[config.mk]
export PLATFORM = sky130hd
export DESIGN_NAME = uart_frame_collector_flat
export DESIGN_NICKNAME = d
export VERILOG_FILES = /design/src/rtl/uart_frame_collector_if.sv /design/src/rtl/uart_frame_collector.sv /design/src/flat_wrapper.sv
export SDC_FILE = /design/constraint.sdc
export NUM_CORES = 1
export LEC_CHECK = 0
export CORE_UTILIZATION = 40
export DETAILED_ROUTE_END_ITERATION = 10
export MAX_ROUTING_LAYER = met4
export PLACE_DENSITY = 0.73
export SYNTH_ARGS = -nofsm -noshare
export SYNTH_HDL_FRONTEND = slang
export SYNTH_SLANG_ARGS = --single-unit
[constraint.sdc]
create_clock -name clk -period 3.2 [get_ports clk]
set_input_delay 0.48 -clock clk [delete_from_list [all_inputs] [get_ports clk]]
set_output_delay 0.48 -clock clk [all_outputs]
set_load 0.01 [all_outputs]
[src/rtl/uart_frame_collector_if.sv]
// ----------------------------------------------------------------------------
// uart_frame_collector_if
//   Bundles the signals between the uartRx/TX/arbiter side and the frame
//   collector, plus the ramUART write port the collector drives.
//
//   master : the surroundings (TX arm, uartRx strobe/data, read arbiter
//            release). It drives the i* signals and observes the o* signals.
//   slave  : the collector itself.
//
//   Signals
//     iArm      1-cycle pulse, request just sent, open a new frame
//     iValid    1-cycle byte strobe from uartRx
//     iData     received byte, valid with iValid
//     iRelease  1-cycle pulse from the read arbiter, buffer consumed
//     oWrAddr   ramUART write address
//     oWrData   ramUART write data
//     oWE       ramUART write enable
//     oDone     1-cycle pulse, frame closed and buffer ready
//     oLen      number of valid bytes in the closed frame
//     oTimeout  1-cycle pulse, frame closed or abandoned by timeout
//     oOverrun  sticky, data or arm arrived while the buffer was locked
// ----------------------------------------------------------------------------
interface uart_frame_collector_if #(
    parameter int ADDR_W = 5
);
    logic              iArm;
    logic              iValid;
    logic [7:0]        iData;
    logic              iRelease;
    logic [ADDR_W-1:0] oWrAddr;
    logic [7:0]        oWrData;
    logic              oWE;
    logic              oDone;
    logic [ADDR_W:0]   oLen;
    logic              oTimeout;
    logic              oOverrun;

    modport master (
        output iArm,
        output iValid,
        output iData,
        output iRelease,
        input  oWrAddr,
        input  oWrData,
        input  oWE,
        input  oDone,
        input  oLen,
        input  oTimeout,
        input  oOverrun
    );

    modport slave (
        input  iArm,
        input  iValid,
        input  iData,
        input  iRelease,
        output oWrAddr,
        output oWrData,
        output oWE,
        output oDone,
        output oLen,
        output oTimeout,
        output oOverrun
    );
endinterface

[src/rtl/uart_frame_collector.sv]
// ----------------------------------------------------------------------------
// uart_frame_collector
//   Sits between a uartRx receiver and its ramUART buffer. Once armed by the
//   TX side it writes incoming bytes to consecutive buffer addresses, closes
//   the frame when FRAME_LEN bytes arrived or when the line stayed silent for
//   TIMEOUT_CYC cycles, pulses oDone with the frame length and then keeps the
//   buffer locked until the read arbiter releases it.
//
//   Ports
//     clk   clk80MHz domain clock
//     rst   synchronous, active-high reset (aborts any frame in progress)
//     bus   uart_frame_collector_if.slave (arm/byte/release in, ramUART
//           write port and frame status out)
//
//   All outputs come straight from registers.
// ----------------------------------------------------------------------------
module uart_frame_collector #(
    parameter int ADDR_W      = 5,
    parameter int FRAME_LEN   = 16,
    parameter int TIMEOUT_CYC = 400
) (
    input  logic                   clk,
    input  logic                   rst,
    uart_frame_collector_if.slave  bus
);

    localparam int              TMR_W       = $clog2(TIMEOUT_CYC + 1);
    localparam logic [ADDR_W:0] FRAME_LEN_C = (ADDR_W + 1)'(FRAME_LEN);
    localparam logic [TMR_W-1:0] TMR_LAST   = TMR_W'(TIMEOUT_CYC - 1);

    typedef enum logic [1:0] {
        IDLE    = 2'd0,
        COLLECT = 2'd1,
        CLOSE   = 2'd2,
        LOCKED  = 2'd3
    } state_t;

    state_t            state_q,   state_d;
    logic [ADDR_W:0]   cnt_q,     cnt_d;
    logic [TMR_W-1:0]  timer_q,   timer_d;
    logic [ADDR_W-1:0] wr_addr_q, wr_addr_d;
    logic [7:0]        wr_data_q, wr_data_d;
    logic              we_q,      we_d;
    logic              done_q,    done_d;
    logic [ADDR_W:0]   len_q,     len_d;
    logic              timeout_q, timeout_d;
    logic              overrun_q, overrun_d;

    logic [ADDR_W:0]   cnt_inc;

    // Silence timer advances by one and parks at its last value so it can
    // never wrap back into a fresh count while waiting.
    function automatic logic [TMR_W-1:0] timer_sat_inc(input logic [TMR_W-1:0] t);
        if (t == TMR_LAST) begin
            return t;
        end
        return t + TMR_W'(1);
    endfunction

    assign cnt_inc = cnt_q + (ADDR_W + 1)'(1);

    always_comb begin
        state_d   = state_q;
        cnt_d     = cnt_q;
        timer_d   = '0;
        wr_addr_d = wr_addr_q;
        wr_data_d = wr_data_q;
        we_d      = 1'b0;
        done_d    = 1'b0;
        len_d     = len_q;
        timeout_d = 1'b0;
        overrun_d = overrun_q;

        case (state_q)
            IDLE: begin
                if (bus.iArm) begin
                    state_d = COLLECT;
                    cnt_d   = '0;
                end
            end

            COLLECT: begin
                timer_d = timer_sat_inc(timer_q);
                if (bus.iArm) begin
                    // A fresh request restarts the frame; any byte arriving
                    // in the same cycle belongs to the old answer and is dropped.
                    cnt_d   = '0;
                    timer_d = '0;
                end else if (bus.iValid) begin
                    // The byte beats a coincident timeout.
                    we_d      = 1'b1;
                    wr_addr_d = cnt_q[ADDR_W-1:0];
                    wr_data_d = bus.iData;
                    cnt_d     = cnt_inc;
                    timer_d   = '0;
                    if (cnt_inc == FRAME_LEN_C) begin
                        state_d = CLOSE;
                    end
                end else if (timer_q == TMR_LAST) begin
                    timeout_d = 1'b1;
                    timer_d   = '0;
                    state_d   = (cnt_q == '0) ? IDLE : CLOSE;
                end
            end

            CLOSE: begin
                // One cycle so the last ramUART write lands before oDone.
                // The buffer already counts as locked: bytes are dropped and
                // flagged, arm/release wait for LOCKED.
                done_d  = 1'b1;
                len_d   = cnt_q;
                state_d = LOCKED;
                if (bus.iValid) begin
                    overrun_d = 1'b1;
                end
            end

            LOCKED: begin
                if (bus.iRelease) begin
                    // A release is always honoured, even alongside an arm;
                    // only a byte dropped in this very cycle keeps the flag.
                    overrun_d = bus.iValid;
                    if (bus.iArm) begin
                        state_d = COLLECT;
                        cnt_d   = '0;
                    end else begin
                        state_d = IDLE;
                    end
                end else begin
                    if (bus.iValid || bus.iArm) begin
                        overrun_d = 1'b1;
                    end
                    if (bus.iArm) begin
                        state_d = COLLECT;
                        cnt_d   = '0;
                    end
                end
            end

            default: begin
                state_d = IDLE;
            end
        endcase
    end

    always_ff @(posedge clk) begin
        if (rst) begin
            state_q   <= IDLE;
            cnt_q     <= '0;
            timer_q   <= '0;
            wr_addr_q <= '0;
            wr_data_q <= '0;
            we_q      <= 1'b0;
            done_q    <= 1'b0;
            len_q     <= '0;
            timeout_q <= 1'b0;
            overrun_q <= 1'b0;
        end else begin
            state_q   <= state_d;
            cnt_q     <= cnt_d;
            timer_q   <= timer_d;
            wr_addr_q <= wr_addr_d;
            wr_data_q <= wr_data_d;
            we_q      <= we_d;
            done_q    <= done_d;
            len_q     <= len_d;
            timeout_q <= timeout_d;
            overrun_q <= overrun_d;
        end
    end

    assign bus.oWrAddr  = wr_addr_q;
    assign bus.oWrData  = wr_data_q;
    assign bus.oWE      = we_q;
    assign bus.oDone    = done_q;
    assign bus.oLen     = len_q;
    assign bus.oTimeout = timeout_q;
    assign bus.oOverrun = overrun_q;

endmodule

[src/flat_wrapper.sv]
// flat-port wrapper written by rule: the top's interface ports become plain ports
module uart_frame_collector_flat 
#(
    parameter int ADDR_W      = 5,
    parameter int FRAME_LEN   = 16,
    parameter int TIMEOUT_CYC = 400
)
  (clk, rst, bus_iArm, bus_iValid, bus_iData, bus_iRelease, bus_oWrAddr, bus_oWrData, bus_oWE, bus_oDone, bus_oLen, bus_oTimeout, bus_oOverrun);
  uart_frame_collector_if #(.ADDR_W(ADDR_W)) bus_i ();
  input  logic clk;
  input  logic rst;
  input wire logic [$bits(bus_i.iArm)-1:0] bus_iArm;
  input wire logic [$bits(bus_i.iValid)-1:0] bus_iValid;
  input wire logic [$bits(bus_i.iData)-1:0] bus_iData;
  input wire logic [$bits(bus_i.iRelease)-1:0] bus_iRelease;
  output wire logic [$bits(bus_i.oWrAddr)-1:0] bus_oWrAddr;
  output wire logic [$bits(bus_i.oWrData)-1:0] bus_oWrData;
  output wire logic [$bits(bus_i.oWE)-1:0] bus_oWE;
  output wire logic [$bits(bus_i.oDone)-1:0] bus_oDone;
  output wire logic [$bits(bus_i.oLen)-1:0] bus_oLen;
  output wire logic [$bits(bus_i.oTimeout)-1:0] bus_oTimeout;
  output wire logic [$bits(bus_i.oOverrun)-1:0] bus_oOverrun;
  assign bus_i.iArm = bus_iArm;
  assign bus_i.iValid = bus_iValid;
  assign bus_i.iData = bus_iData;
  assign bus_i.iRelease = bus_iRelease;
  assign bus_oWrAddr = bus_i.oWrAddr;
  assign bus_oWrData = bus_i.oWrData;
  assign bus_oWE = bus_i.oWE;
  assign bus_oDone = bus_i.oDone;
  assign bus_oLen = bus_i.oLen;
  assign bus_oTimeout = bus_i.oTimeout;
  assign bus_oOverrun = bus_i.oOverrun;
  uart_frame_collector #(.ADDR_W(ADDR_W), .FRAME_LEN(FRAME_LEN), .TIMEOUT_CYC(TIMEOUT_CYC)) u_core (.clk(clk), .rst(rst), .bus(bus_i));
endmodule
# --- Word level (Yosys, flattened, before mapping) ---
# Index checks and enable logic that the tools add are counted.
op_classes:
  addsub: 2
  n_mul: 0
  div: 0
  order_cmp: 0
  n_eq_ne: 12
  shift: 0
  n_mux: 22
  n_bitwise: 2
  n_reduce_logical: 13
op_table:
  columns: ["cell", "n"]
  rows:
  - ["2-to-1 mux 6 bit", 3]
  - ["2-to-1 mux 2 bit", 7]
  - ["case mux 6 bit (2 select lines)", 1]
  - ["AND reduction 3 bit", 4]
  - ["adder 9 x 1 -> 9 bit (second input constant)", 1]
  - ["== test 9 bit (second input constant)", 1]
  - ["2-to-1 mux 9 bit", 1]
  - ["inequality test 3 x 2 -> 1 bit (second input constant)", 3]
  - ["2-to-1 mux 1 bit", 8]
  - ["case mux 2 bit (4 select lines)", 1]
  - ["adder 6 x 1 -> 6 bit (second input constant)", 1]
  - ["== test 6 x 5 -> 1 bit (second input constant)", 1]
  - ["logical NOT 6 bit", 1]
  - ["OR reduction 5 bit", 1]
  - ["== test 2 bit (second input constant)", 2]
  - ["inequality test 2 bit (second input constant)", 2]
  - ["nonzero test 2 bit", 2]
  - ["OR reduction 4 bit", 1]
  - ["inequality test 3 bit (second input constant)", 1]
  - ["OR reduction 3 bit", 1]
  - ["== test 2 x 1 -> 1 bit (second input constant)", 1]
  - ["logical NOT 2 bit", 1]
  - ["inequality test 2 x 1 -> 1 bit (second input constant)", 1]
  - ["inverter 1 bit", 2]
  - ["other kinds (3)", 3]
totals:
  reg_bits: 40
  latchBits: 0
  ramBits: 0
  mem_bits_ro: 0
  in_bits: 13
  out_inout_bits: 23
  word_cells: 61
  memories: 0

# --- Depth between registers and ports, before layout ---
# Gate-level depths: netlist of the first run.
depth:
  depth_word: 6
  mapped_depth: 8

# --- Least setup slack after synthesis of the first run ---
# Ideal clock, no wire load.
synth_path:
  kind: "register to register"
  startpoint: "register u_core.state_q[1]"
  endpoint: "register u_core.wr_addr_q[2] (netlist: u_core.bus.oWrAddr[2])"
  arrival_ns: 1.363
  required_time_ns: 3.068
  path_slack_ns: 1.705
  path_stages_with_launch: 9
  path_buffers: 2
  path_cell_list: "dfxtp_1 inv_1 ha_1 inv_2 or3_1 clkbuf_1 buf_2 nand2_1 a21oi_1"
synth_between:
  elab_chain_len: 2
synth_rtl:
  columns: ["element", "line_no", "rtl"]
  rows:
  - ["start: declaration", "uart_frame_collector.sv:38", "state_t state_q, state_d;"]
  - ["start signal: assignment", "uart_frame_collector.sv:159", "state_q <= state_d;"]
  - ["== test 2 x 1 -> 1 bit", "uart_frame_collector.sv:74", "case (state_q)"]
  - ["AND reduction 3 bit (no line)", null, null]
  - ["end signal: assignment", "uart_frame_collector.sv:162", "wr_addr_q <= wr_addr_d;"]
  - ["end: declaration", "uart_frame_collector.sv:41", "logic [ADDR_W-1:0] wr_addr_q, wr_addr_d;"]
# No other way between the ends.
# A chain may end at the register's enable or synchronous reset.

# --- Worst setup path after layout of the first run ---
layout_path:
  startpoint: "input port bus_iArm"
  endpoint: "register u_core.wr_data_q[0] (netlist: u_core.bus.oWrData[0])"
layout_between:
  elab_chain_len: 2
layout_rtl:
  columns: ["element", "line_no", "rtl"]
  rows:
  - ["start: declaration", "flat_wrapper.sv:12", "input wire logic [$bits(bus_i.iArm)-1:0] bus_iArm;"]
  - ["inverter 1 bit (no line)", null, null]
  - ["AND reduction 3 bit (no line)", null, null]
  - ["end signal: assignment", "uart_frame_collector.sv:163", "wr_data_q <= wr_data_d;"]
  - ["end: declaration", "uart_frame_collector.sv:42", "logic [7:0] wr_data_q, wr_data_d;"]
# No other way between the ends.

==> impl_metrics.prom, run 1 <==
# TYPE chip_impl_metric gauge
chip_impl_metric{name="worstPathRequired",unit="ns"} 3.43
chip_impl_metric{name="initial_utilization",unit=""} 0.425
chip_impl_info{name="synth_top_flop_cell",value="dfxtp_1"} 1
chip_impl_info{name="final_common_cell",value="dfxtp_1"} 1
chip_impl_metric{name="die_w",unit="µm"} 67.7
chip_impl_metric{name="total_power_draw",unit="mW"} 1.37
chip_impl_metric{name="cts_post_setup_buffers_inserted",unit=""} 0
chip_impl_metric{name="cts-root-to-sink-buffers",unit=""} 2
chip_impl_info{name="rsz0062_at_grt",value="false"} 1
chip_impl_metric{name="cellLeakagePower",unit="nW"} 0.800
chip_impl_metric{name="max-slew-margin-rel",unit=""} 0.482
chip_impl_metric{name="port-buffer-count",unit=""} 35
chip_impl_metric{name="synth-edff-count",unit=""} 0
chip_impl_info{name="start_kind",value="input port"} 1
chip_impl_metric{name="finish.cell_count_without_fillers",unit=""} 289
chip_impl_metric{name="slew_violations",unit=""} 0
chip_impl_metric{name="drv_cap",unit=""} 0
chip_impl_metric{name="place_hpwl",unit="mm"} 2.38
chip_impl_metric{name="htree_levels",unit=""} 2
chip_impl_metric{name="critical_path.max_stage_delay",unit="ns"} 0.73
chip_impl_metric{name="finish.instance_area",unit="µm²"} 2230
chip_impl_metric{name="worstMarginPinSlew",unit="ns"} 0.772
chip_impl_metric{name="post_synth.cell_area_avg",unit="µm²"} 8.45
chip_impl_info{name="synth.area.top_cells",value="dfxtp_1 46%, nand2_1 6.5%, nor2_1 6.5%"} 1
chip_impl_metric{name="cts_buffers",unit=""} 5
chip_impl_metric{name="post_cts_hold_buffer_count",unit=""} 0
chip_impl_info{name="final_cell_mix",value="40 x dfxtp_1, 35 x clkdlybuf4s50_1, 30 x nor2_1, 30 x nand2_1, 21 x a21oi_1"} 1
chip_impl_metric{name="syn_area",unit="µm²"} 1720
chip_impl_info{name="cp_cell_sequence",value="clkdlybuf4s50_1 -> nor3_2 -> nand2_1 -> a21oi_1"} 1
chip_impl_metric{name="max_freq",unit="GHz"} 0.538
chip_impl_info{name="kind_of_cell_with_the_highest_combined_delay_on_the_critical_path",value="simple AND/OR/NAND/NOR gates"} 1
chip_impl_metric{name="cp.buffers_inverters",unit=""} 1
chip_impl_metric{name="crit_fanout",unit=""} 13
chip_impl_metric{name="total_die_area",unit="µm²"} 4580
chip_impl_info{name="worst-setup-path-type",value="in -> reg"} 1
chip_impl_metric{name="wire_length_of_the_first_global_routing_pass",unit="mm"} 5.76
chip_impl_metric{name="globalRouteOverflowTotal",unit=""} 0
chip_impl_metric{name="layout-area-overhead-vs-synth",unit="%"} 29.2
chip_impl_metric{name="wl",unit="mm"} 3.52
chip_impl_metric{name="layout_min_cycle_time",unit="ns"} 1.86
chip_impl_metric{name="setup-tns-final",unit="ns"} 0
chip_impl_metric{name="placeableCoreArea",unit="µm²"} 4060
chip_impl_metric{name="routed_wire_length_per_instance",unit="µm"} 12.2
chip_impl_metric{name="placedCellCount",unit=""} 281
chip_impl_metric{name="cts_resized",unit=""} 0
chip_impl_metric{name="initialDrtViolationCount",unit=""} 59
chip_impl_metric{name="clock_insertion_delay_worst_skew",unit="ns"} 0.30
chip_impl_metric{name="row_count",unit=""} 23
chip_impl_metric{name="post-route-util",unit=""} 0.549
chip_impl_metric{name="globalRouteTotalUtil",unit=""} 0.174
chip_impl_metric{name="post_route_cells_drive_above_1_share",unit=""} 0.0628
chip_impl_metric{name="p_per_area",unit="nW/µm²"} 615
chip_impl_metric{name="route.detailed.drc",unit=""} 0
chip_impl_metric{name="route.antenna.remaining_nets",unit=""} 0
chip_impl_metric{name="place.gp.congestion",unit=""} 0.805
chip_impl_metric{name="critical_path_at",unit="ns"} 2.09
chip_impl_metric{name="floorplan.die.height",unit="µm"} 67.7
chip_impl_metric{name="hold_fails_final_rpt",unit=""} 0
chip_impl_info{name="critical-path-slowest-cell",value="nor3_2"} 1
chip_impl_info{name="worst_hold_path_type",value="reg -> reg"} 1
chip_impl_metric{name="grt_start_max_net_pins",unit=""} 32
chip_impl_metric{name="insertedDiodeCount",unit=""} 0
chip_impl_metric{name="finalNetCount",unit=""} 258
chip_impl_metric{name="synthesis.instances",unit=""} 204
chip_impl_metric{name="irDropWorstVdd",unit="V"} 0.000269
chip_impl_info{name="cts_tree",value="done"} 1
chip_impl_metric{name="ys_seq_elements",unit=""} 40
chip_impl_metric{name="io_pins",unit=""} 36
chip_impl_metric{name="cts.sink_count",unit=""} 40
chip_impl_metric{name="drtPass1Iterations",unit=""} 4
chip_impl_metric{name="yosysWarnings",unit=""} 0
chip_impl_metric{name="asyncSetResetFlopFracSynth",unit=""} 0
chip_impl_info{name="synth_top_cell_by_area",value="dfxtp_1"} 1
chip_impl_metric{name="mean_number_of_vias_per_cell",unit=""} 5.07
chip_impl_metric{name="syn_nets",unit=""} 224
chip_impl_metric{name="path_clk_slew",unit="ns"} 0.08
chip_impl_info{name="status",value="complete, no violations"} 1
chip_impl_metric{name="setup_violations",unit=""} 0
chip_impl_info{name="clock_tree.root_cell",value="clkbuf_8"} 1
chip_impl_metric{name="number_of_antenna_violations_at_the_first_check_in_global_routing",unit=""} 0
chip_impl_info{name="critical_path.endpoint_type",value="flip-flop"} 1
chip_impl_metric{name="vias",unit=""} 1466
chip_impl_metric{name="proportion_of_netlist_area_held_by_the_largest_area_contributor",unit=""} 0.464
chip_impl_metric{name="skew",unit="ns"} 0.00733
chip_impl_metric{name="dpl_cell_area",unit="µm²"} 2110
chip_impl_metric{name="first_global_vias",unit=""} 1299
chip_impl_metric{name="synth_seq_area_share",unit=""} 0.464
chip_impl_metric{name="yosys.cell_types.count",unit=""} 36
chip_impl_metric{name="final_critical_path_share_of_the_clock_period",unit=""} 0.581
-- worst min-delay path: stages, from the launching register on --
cell	delay [ns]
dfxtp_1	0.31
nand2_1	0.05
a21oi_1	0.05
-- worst paths after layout --
check,from,to,slack [ns],depth (start not counted)
hold reg to reg,u_core.bus.oWrAddr[0],u_core.bus.oWrAddr[0],0.46,2
hold / removal,u_core.bus.oWrAddr[0],u_core.bus.oWrAddr[0],0.46,2
setup / recovery,bus_iArm,u_core.bus.oWrData[0],1.34,4
setup reg to reg,u_core.state_q[0],u_core.cnt_q[4],1.43,7
-- cell usage after synthesis (2+ instances only) --
cell / count
buf_2: 4
or3_1: 2
xnor2_1: 4
and3_1: 6
a21oi_1: 21
dfxtp_1: 40
nor4_1: 2
nor2_1: 30
nand2b_1: 2
xor2_1: 2
ha_1: 7
nand3b_1: 2
nand2_1: 30
a211oi_1: 4
inv_1: 6
clkbuf_1: 4
a311oi_1: 2
inv_2: 2
mux2i_1: 7
o21ai_0: 4
nor2b_1: 3
nand3_1: 6
-- registers in the layout, indices dropped and copies added (netlist names) --
name and flops:
u_core.bus.oLen 6, u_core.cnt_q 6, u_core.bus.oWrData 8, u_core.bus.oWE 1, u_core.bus.oWrAddr 5, u_core.bus.oTimeout 1, u_core.bus.oOverrun 1, u_core.bus.oDone 1
u_core.state_q 2, u_core.timer_q 9
-- stage by stage --
step / worst slack, ns / hold WS [ns]
after detailed placement: 1.03 / 0.449
after global routing: 1.13 / 0.483
after CTS: 1.35 / 0.461
after global placement: 1.04 / 0.445
final: 1.34 / 0.458
after floorplan: 1.70 / 0.430
-- power breakdown --
part	internal (mW)	switching [mW]
sequential	0.532	0.0312
combinational	0.156	0.215
clock	0.255	0.181
total	0.943	0.427
-- cells by family (layout without fill, tap and decap cells) --
family / after synthesis / after routing / synth area share
and+or+nand+nor: 90 / 90 / 0.246
adders and majority gates: 7 / 7 / 0.0508
buffers and inverters: 17 / 52 / 0.0399
muxes: 7 / 7 / 0.0406
AOI/OAI and AO/OA: 37 / 37 / 0.128
xor gates and xnor gates: 6 / 6 / 0.0305
DFF: 40 / 40 / 0.464
-- layout make-up --
cell class              count  area (µm²)
multi-input cells         147         855
inverters                   8        30.0
clock buffers               6        82.6
repair buffers             36         358
flip-flops and latches     40         801
clock inverters             2        38.8
fillers                   391        1830
well taps                  50        62.6
-- metal layers --
layer  up-vias  GRT usage  part of all wire
met5         -          -                 0
met4         0     0.0638             0.012
met3         5     0.0608             0.054
met2        32      0.260              0.45
met1       674      0.213              0.48
li1        755          -                 -
Power figures use the tool's default switching activity.
==> inputs of run 2 (changes only) <==
--- a/config.mk
+++ b/config.mk
@@ -8,7 +8,7 @@
 export CORE_UTILIZATION = 40
 export DETAILED_ROUTE_END_ITERATION = 10
 export MAX_ROUTING_LAYER = met4
-export PLACE_DENSITY = 0.73
+export PLACE_DENSITY = 0.76
 export SYNTH_ARGS = -nofsm -noshare
 export SYNTH_HDL_FRONTEND = slang
 export SYNTH_SLANG_ARGS = --single-unit
==> constraint.sdc (replaced) <==
create_clock -name clk -period 1.7 [get_ports clk]
set_input_delay 0.255 -clock clk [delete_from_list [all_inputs] [get_ports clk]]
set_output_delay 0.255 -clock clk [all_outputs]
set_load 0.01 [all_outputs]
==> run 2 against run 1 <==
Critical path depth is 2 higher. Worst setup slack lost 1.2 ns. Clock skew decreased by 0.0036 ns. Utilization up 2.3 points. Clock-buffer cell count up 1. Combinational power rose by 96%. Sequential share of layout area down 1.5 points. Total power grew 92%.
==> impl_metrics.prom, run 2 (same netlist as run 1, synthesis figures left out) <==
# TYPE chip_impl_metric gauge
chip_impl_metric{name="floorplan.die.height",unit="µm"} 67.7
chip_impl_metric{name="finalWorstSetupSlack",unit="ns"} 0.156
chip_impl_info{name="rsz0062_at_grt",value="false"} 1
chip_impl_metric{name="place_hpwl",unit="mm"} 2.45
chip_impl_info{name="top_register",value="u_core.timer_q"} 1
chip_impl_metric{name="layout_min_cycle_time",unit="ns"} 1.54
chip_impl_metric{name="drv_cap",unit=""} 0
chip_impl_metric{name="cts_buffers",unit=""} 5
chip_impl_metric{name="placeableCoreArea",unit="µm²"} 4060
chip_impl_metric{name="max-slew-margin-rel",unit=""} 0.761
chip_impl_metric{name="finalNetCount",unit=""} 268
chip_impl_metric{name="worstPathRequired",unit="ns"} 1.91
chip_impl_metric{name="clock_insertion_delay_worst_skew",unit="ns"} 0.29
chip_impl_metric{name="layout-area-overhead-vs-synth",unit="%"} 34.7
chip_impl_metric{name="slew_violations",unit=""} 0
chip_impl_metric{name="setup_violations",unit=""} 0
chip_impl_metric{name="irDropWorstVdd",unit="V"} 0.000545
chip_impl_metric{name="place.gp.congestion",unit=""} 0.839
chip_impl_info{name="hp-start",value="u_core.bus.oWrData[6]"} 1
chip_impl_metric{name="cts-root-to-sink-buffers",unit=""} 2
chip_impl_metric{name="cts_post_setup_buffers_inserted",unit=""} 0
chip_impl_info{name="worst-setup-path-type",value="reg -> reg"} 1
chip_impl_metric{name="post_route_cells_drive_above_1_share",unit=""} 0.116
chip_impl_metric{name="post_cts_hold_buffer_count",unit=""} 0
chip_impl_info{name="critical-path-slowest-cell",value="dfxtp_1"} 1
chip_impl_metric{name="initial_utilization",unit=""} 0.425
chip_impl_metric{name="skew",unit="ns"} 0.00369
chip_impl_metric{name="vias",unit=""} 1501
chip_impl_metric{name="cellLeakagePower",unit="nW"} 0.854
chip_impl_metric{name="critical_path_at",unit="ns"} 1.75
chip_impl_metric{name="die_w",unit="µm"} 67.7
chip_impl_info{name="final_cell_mix",value="40 x dfxtp_1, 35 x clkdlybuf4s50_1, 30 x nor2_1, 29 x nand2_1, 21 x a21oi_1"} 1
chip_impl_metric{name="mean_number_of_vias_per_cell",unit=""} 5.02
chip_impl_metric{name="placedCellCount",unit=""} 291
chip_impl_metric{name="finish.cell_count_without_fillers",unit=""} 299
chip_impl_metric{name="wire_length_of_the_first_global_routing_pass",unit="mm"} 5.82
chip_impl_metric{name="drtPass1Iterations",unit=""} 4
chip_impl_metric{name="route.detailed.drc",unit=""} 0
chip_impl_metric{name="initialDrtViolationCount",unit=""} 106
chip_impl_info{name="worst_hold_path_type",value="reg -> reg"} 1
chip_impl_metric{name="total_die_area",unit="µm²"} 4580
chip_impl_metric{name="insertedDiodeCount",unit=""} 0
chip_impl_info{name="timing.critical_path.from",value="u_core.state_q[0]"} 1
chip_impl_metric{name="grt_start_max_net_pins",unit=""} 31
chip_impl_metric{name="total_power_draw",unit="mW"} 2.63
chip_impl_info{name="final_common_cell",value="dfxtp_1"} 1
chip_impl_metric{name="worstMarginPinSlew",unit="ns"} 0.355
chip_impl_metric{name="globalRouteTotalUtil",unit=""} 0.180
chip_impl_metric{name="htree_levels",unit=""} 2
chip_impl_metric{name="cts_resized",unit=""} 0
chip_impl_metric{name="post-route-util",unit=""} 0.572
chip_impl_metric{name="largest_reg_flops",unit=""} 9
chip_impl_info{name="clock_tree.root_cell",value="clkbuf_8"} 1
chip_impl_metric{name="hold_fails_final_rpt",unit=""} 0
chip_impl_metric{name="final_critical_path_share_of_the_clock_period",unit=""} 0.908
chip_impl_metric{name="critical_path.max_stage_delay",unit="ns"} 0.40
chip_impl_info{name="status",value="complete, no violations"} 1
chip_impl_info{name="rr_startpoint",value="u_core.state_q[0]"} 1
chip_impl_metric{name="route.antenna.remaining_nets",unit=""} 0
chip_impl_info{name="start_kind",value="flip-flop"} 1
chip_impl_metric{name="first_global_vias",unit=""} 1302
chip_impl_metric{name="routed_wire_length_per_instance",unit="µm"} 12.1
chip_impl_info{name="kind_of_cell_with_the_highest_combined_delay_on_the_critical_path",value="simple AND/OR/NAND/NOR gates"} 1
chip_impl_metric{name="post-place-ws",unit="ns"} -0.113
chip_impl_info{name="critical_path.endpoint_type",value="flip-flop"} 1
chip_impl_metric{name="row_count",unit=""} 23
chip_impl_metric{name="io_pins",unit=""} 36
chip_impl_metric{name="port-buffer-count",unit=""} 35
chip_impl_metric{name="cts.sink_count",unit=""} 40
chip_impl_info{name="cp_cell_sequence",value="inv_1 -> ha_1 -> nor2_1 -> and3_2 -> a21oi_1 -> a211oi_1"} 1
chip_impl_metric{name="max_freq",unit="GHz"} 0.648
chip_impl_metric{name="path_clk_slew",unit="ns"} 0.08
chip_impl_metric{name="crit_fanout",unit=""} 5
chip_impl_metric{name="globalRouteOverflowTotal",unit=""} 0
chip_impl_metric{name="cp.buffers_inverters",unit=""} 1
chip_impl_metric{name="wl",unit="mm"} 3.61
chip_impl_metric{name="number_of_antenna_violations_at_the_first_check_in_global_routing",unit=""} 0
chip_impl_info{name="cts_tree",value="done"} 1
chip_impl_metric{name="p_per_area",unit="nW/µm²"} 1130
[run 2: changes by cell type in the layout (fill, tap and decap cells not counted), sizes merged]
| cell | change |
|---|---|
| clkinv | -1 |
| clkbuf | +1 |
| buf | +10 |
[run 2: path summary, 6_finish.rpt]
kind	to	slack (ns)	depth (start not counted)
setup / recovery	u_core.cnt_q[4]	0.16	6
hold / removal	u_core.bus.oWrData[6]	0.45	2
setup reg to reg	u_core.cnt_q[4]	0.16	6
hold reg to reg	u_core.bus.oWrData[6]	0.45	2
[run 2: power by group]
group	internal [mW]	switching (mW)	total, mW
combinational	0.325	0.404	0.729
clock	0.518	0.322	0.840
sequential	1.00	0.0615	1.06
[run 2: layer usage]
layer | track usage | share of wire | vias to the layer above
li1 | - | - | 776
met1 | 0.224 | 0.47 | 678
met2 | 0.255 | 0.45 | 40
met3 | 0.0676 | 0.060 | 7
met4 | 0.0771 | 0.016 | 0
met5 | - | 0 | -
[run 2: worst register-to-register path, stage by stage, from the launching register on]
cell and delay, ns:
dfxtp_1 0.40, inv_1 0.10, ha_1 0.25, nor2_1 0.17
and3_2 0.25, a21oi_1 0.07, a211oi_1 0.23
[run 2: final cells by class]
class,count,area [µm²]
fillers,366,1740
multi-input cells,147,870
flip-flops and latches,40,801
repair buffers,46,433
clock buffers,7,96.3
well taps,50,62.6
clock inverters,1,30.0
inverters,8,30.0
[run 2: per-stage QoR]
| step | cell area (µm²) | hold slack (ns) | TNS [ns] |
|---|---|---|---|
| global placement | 2180 | 0.442 | -0.0115 |
| finish | 2320 | 0.454 | 0 |
| global route | 2320 | 0.474 | 0 |
| CTS | 2310 | 0.458 | 0 |
| detailed placement | 2180 | 0.447 | -0.218 |
| floorplan | 1720 | 0.391 | 0 |
==> inputs of run 3 (changes only) <==
--- a/config.mk
+++ b/config.mk
@@ -8,7 +8,7 @@
 export CORE_UTILIZATION = 40
 export DETAILED_ROUTE_END_ITERATION = 10
 export MAX_ROUTING_LAYER = met4
-export PLACE_DENSITY = 0.76
+export PLACE_DENSITY = 0.73
 export SYNTH_ARGS = -nofsm -noshare
 export SYNTH_HDL_FRONTEND = slang
 export SYNTH_SLANG_ARGS = --single-unit
==> constraint.sdc (replaced) <==
create_clock -name clk -period 1.8 [get_ports clk]
set_input_delay 0.27 -clock clk [delete_from_list [all_inputs] [get_ports clk]]
set_output_delay 0.27 -clock clk [all_outputs]
set_load 0.01 [all_outputs]
==> run 3 against run 2 <==
Routed wire length is 1.9% lower. Critical path type unchanged. Utilization shrank 2.1 points. Highest routed layer unchanged. Critical path depth is the same. Die area unchanged. Global-route usage is essentially flat. Clock skew is 0.0015 ns lower. Clock power fell by 30%. Critical endpoint is now u_core.cnt_q[5]. Clock-buffer cell count shrank 2. Hold slack better by 0.0017 ns. Maximum frequency is essentially flat.
==> impl_metrics.prom, run 3 (same netlist as run 1, synthesis figures left out) <==
# TYPE chip_impl_metric gauge
chip_impl_metric{name="critical_path_at",unit="ns"} 1.76
chip_impl_metric{name="placeableCoreArea",unit="µm²"} 4060
chip_impl_metric{name="critical_path_depth",unit=""} 6
chip_impl_metric{name="initialDrtViolationCount",unit=""} 99
chip_impl_metric{name="wire_length_of_the_first_global_routing_pass",unit="mm"} 5.97
chip_impl_info{name="hp-start",value="u_core.bus.oWrAddr[4]"} 1
chip_impl_metric{name="htree_levels",unit=""} 2
chip_impl_metric{name="drtPass1Iterations",unit=""} 4
chip_impl_metric{name="layout-area-overhead-vs-synth",unit="%"} 29.8
chip_impl_info{name="worstReg2RegEnd",value="u_core.cnt_q[5]"} 1
chip_impl_metric{name="vias",unit=""} 1504
chip_impl_metric{name="route.detailed.drc",unit=""} 0
chip_impl_info{name="final_cell_mix",value="40 x dfxtp_1, 35 x clkdlybuf4s50_1, 30 x nor2_1, 30 x nand2_1, 21 x a21oi_1"} 1
chip_impl_metric{name="skew",unit="ns"} 0.00221
chip_impl_metric{name="path_clk_slew",unit="ns"} 0.08
chip_impl_info{name="top_register",value="u_core.timer_q"} 1
chip_impl_info{name="status",value="complete, no violations"} 1
chip_impl_metric{name="port-buffer-count",unit=""} 35
chip_impl_metric{name="place.gp.congestion",unit=""} 0.899
chip_impl_info{name="rsz0062_at_grt",value="false"} 1
chip_impl_metric{name="cts_resized",unit=""} 0
chip_impl_info{name="clock_tree.root_cell",value="clkbuf_8"} 1
chip_impl_metric{name="globalRouteOverflowTotal",unit=""} 0
chip_impl_metric{name="dpl_cell_area",unit="µm²"} 2150
chip_impl_metric{name="cts-root-to-sink-buffers",unit=""} 2
chip_impl_metric{name="hold_fails_final_rpt",unit=""} 0
chip_impl_metric{name="p_per_area",unit="nW/µm²"} 1010
chip_impl_metric{name="drv_cap",unit=""} 0
chip_impl_metric{name="irDropWorstVdd",unit="V"} 0.000594
chip_impl_metric{name="routed_wire_length_per_instance",unit="µm"} 12.0
chip_impl_metric{name="rrSetupSlack",unit="ns"} 0.26
chip_impl_metric{name="setup_violations",unit=""} 0
chip_impl_metric{name="row_count",unit=""} 23
chip_impl_metric{name="grt_start_max_net_pins",unit=""} 31
chip_impl_metric{name="slew_violations",unit=""} 0
chip_impl_metric{name="mean_number_of_vias_per_cell",unit=""} 5.10
chip_impl_metric{name="insertedDiodeCount",unit=""} 0
chip_impl_info{name="critical_path.endpoint_type",value="flip-flop"} 1
chip_impl_metric{name="number_of_antenna_violations_at_the_first_check_in_global_routing",unit=""} 0
chip_impl_metric{name="route.antenna.remaining_nets",unit=""} 0
chip_impl_metric{name="io_pins",unit=""} 36
chip_impl_metric{name="final_critical_path_share_of_the_clock_period",unit=""} 0.857
chip_impl_metric{name="max-slew-margin-rel",unit=""} 0.751
chip_impl_info{name="hold_end",value="u_core.bus.oWrAddr[4]"} 1
chip_impl_metric{name="clock_insertion_delay_worst_skew",unit="ns"} 0.30
chip_impl_metric{name="worstPathRequired",unit="ns"} 2.02
chip_impl_info{name="cp_cell_sequence",value="inv_1 -> ha_1 -> nor2_1 -> and3_1 -> a21oi_1 -> a211oi_1"} 1
chip_impl_metric{name="die_w",unit="µm"} 67.7
chip_impl_metric{name="initial_utilization",unit=""} 0.425
chip_impl_metric{name="place_hpwl",unit="mm"} 2.44
chip_impl_info{name="worst-setup-path-type",value="reg -> reg"} 1
chip_impl_info{name="worst_hold_path_type",value="reg -> reg"} 1
chip_impl_info{name="critical-path-slowest-cell",value="dfxtp_1"} 1
chip_impl_metric{name="cellLeakagePower",unit="nW"} 0.816
chip_impl_info{name="final_common_cell",value="dfxtp_1"} 1
chip_impl_info{name="cts_tree",value="done"} 1
chip_impl_metric{name="cts_buffers",unit=""} 5
chip_impl_metric{name="setup-tns-final",unit="ns"} 0
chip_impl_metric{name="cts.sink_count",unit=""} 40
chip_impl_metric{name="globalRouteTotalUtil",unit=""} 0.180
chip_impl_info{name="start_kind",value="flip-flop"} 1
chip_impl_metric{name="post_route_cells_drive_above_1_share",unit=""} 0.0857
chip_impl_metric{name="post_cts_hold_buffer_count",unit=""} 0
chip_impl_metric{name="worstMarginPinSlew",unit="ns"} 0.370
chip_impl_metric{name="cts_post_setup_buffers_inserted",unit=""} 0
chip_impl_metric{name="cp.buffers_inverters",unit=""} 1
chip_impl_metric{name="timing.hold.worst_path_depth",unit=""} 2
chip_impl_metric{name="finalNetCount",unit=""} 264
chip_impl_metric{name="first_global_vias",unit=""} 1406
chip_impl_info{name="rr_startpoint",value="u_core.state_q[0]"} 1
chip_impl_metric{name="wl",unit="mm"} 3.54
chip_impl_metric{name="total_die_area",unit="µm²"} 4580
chip_impl_metric{name="max_freq",unit="GHz"} 0.648
chip_impl_metric{name="crit_fanout",unit=""} 5
chip_impl_metric{name="worst-r2r-cell-count",unit=""} 6
chip_impl_info{name="kind_of_cell_with_the_highest_combined_delay_on_the_critical_path",value="simple AND/OR/NAND/NOR gates"} 1
chip_impl_metric{name="critical_path.max_stage_delay",unit="ns"} 0.39
chip_impl_metric{name="largest_reg_flops",unit=""} 9
chip_impl_metric{name="layout_min_cycle_time",unit="ns"} 1.54
chip_impl_metric{name="finish.instance_area",unit="µm²"} 2240
chip_impl_metric{name="floorplan.die.height",unit="µm"} 67.7
==> run 3: per-layer routing <==
metal / up-vias / wire [µm] / GRT usage
met5: - / 0 / -
met4: 0 / 87 / 0.104
li1: 774 / - / -
met2: 37 / 1560 / 0.262
met1: 683 / 1680 / 0.221
met3: 10 / 212 / 0.0473
==> run 3: stage by stage <==
step	setup WS (ns)	util	instances	hold WS (ns)	power [mW]
CTS	0.266	0.552	295	0.458	2.28
finish	0.258	0.552	295	0.455	2.26
floorplan	0.305	-	204	0.406	1.48
global placement	0.0314	0.530	287	0.443	1.68
detailed placement	0.0167	0.530	287	0.447	1.69
global route	0.0355	0.552	295	0.475	2.41
==> run 3: worst max path at each step <==
stage | from | to
2_1_floorplan | u_core.state_q[1] | u_core.bus.oWrAddr[2]
3_3_place_gp | bus_iArm | u_core.cnt_q[4]
3_5_place_dp | bus_iArm | u_core.cnt_q[5]
4_1_cts | u_core.state_q[0] | u_core.cnt_q[5]
5_1_grt | u_core.state_q[1] | u_core.timer_q[7]
6_report | u_core.state_q[0] | u_core.cnt_q[5]
==> run 3: worst reg2reg max path, delay by kind of cell (launching register included) <==
family	cells	cell delay, ns
AND/OR/NAND/NOR	2	0.40
flip-flops	1	0.39
adder cells (fa/ha/maj)	1	0.26
buffers and inverters	1	0.10
AO/OA/AOI/OAI	2	0.31
==> run 3: layout make-up <==
cell class,instances,area [µm²]
clock buffers,5,68.8
fillers,370,1820
well taps,50,62.6
multi-input cells,147,855
repair buffers,42,403
flip-flops and latches,40,801
inverters,8,30.0
clock inverters,3,18.8
==> run 3: report_power, final <==
group / leakage, nW / internal, mW / switching, mW
combinational: 0.445 / 0.295 / 0.376
clock: 0.0479 / 0.270 / 0.322
sequential: 0.323 / 0.946 / 0.0547
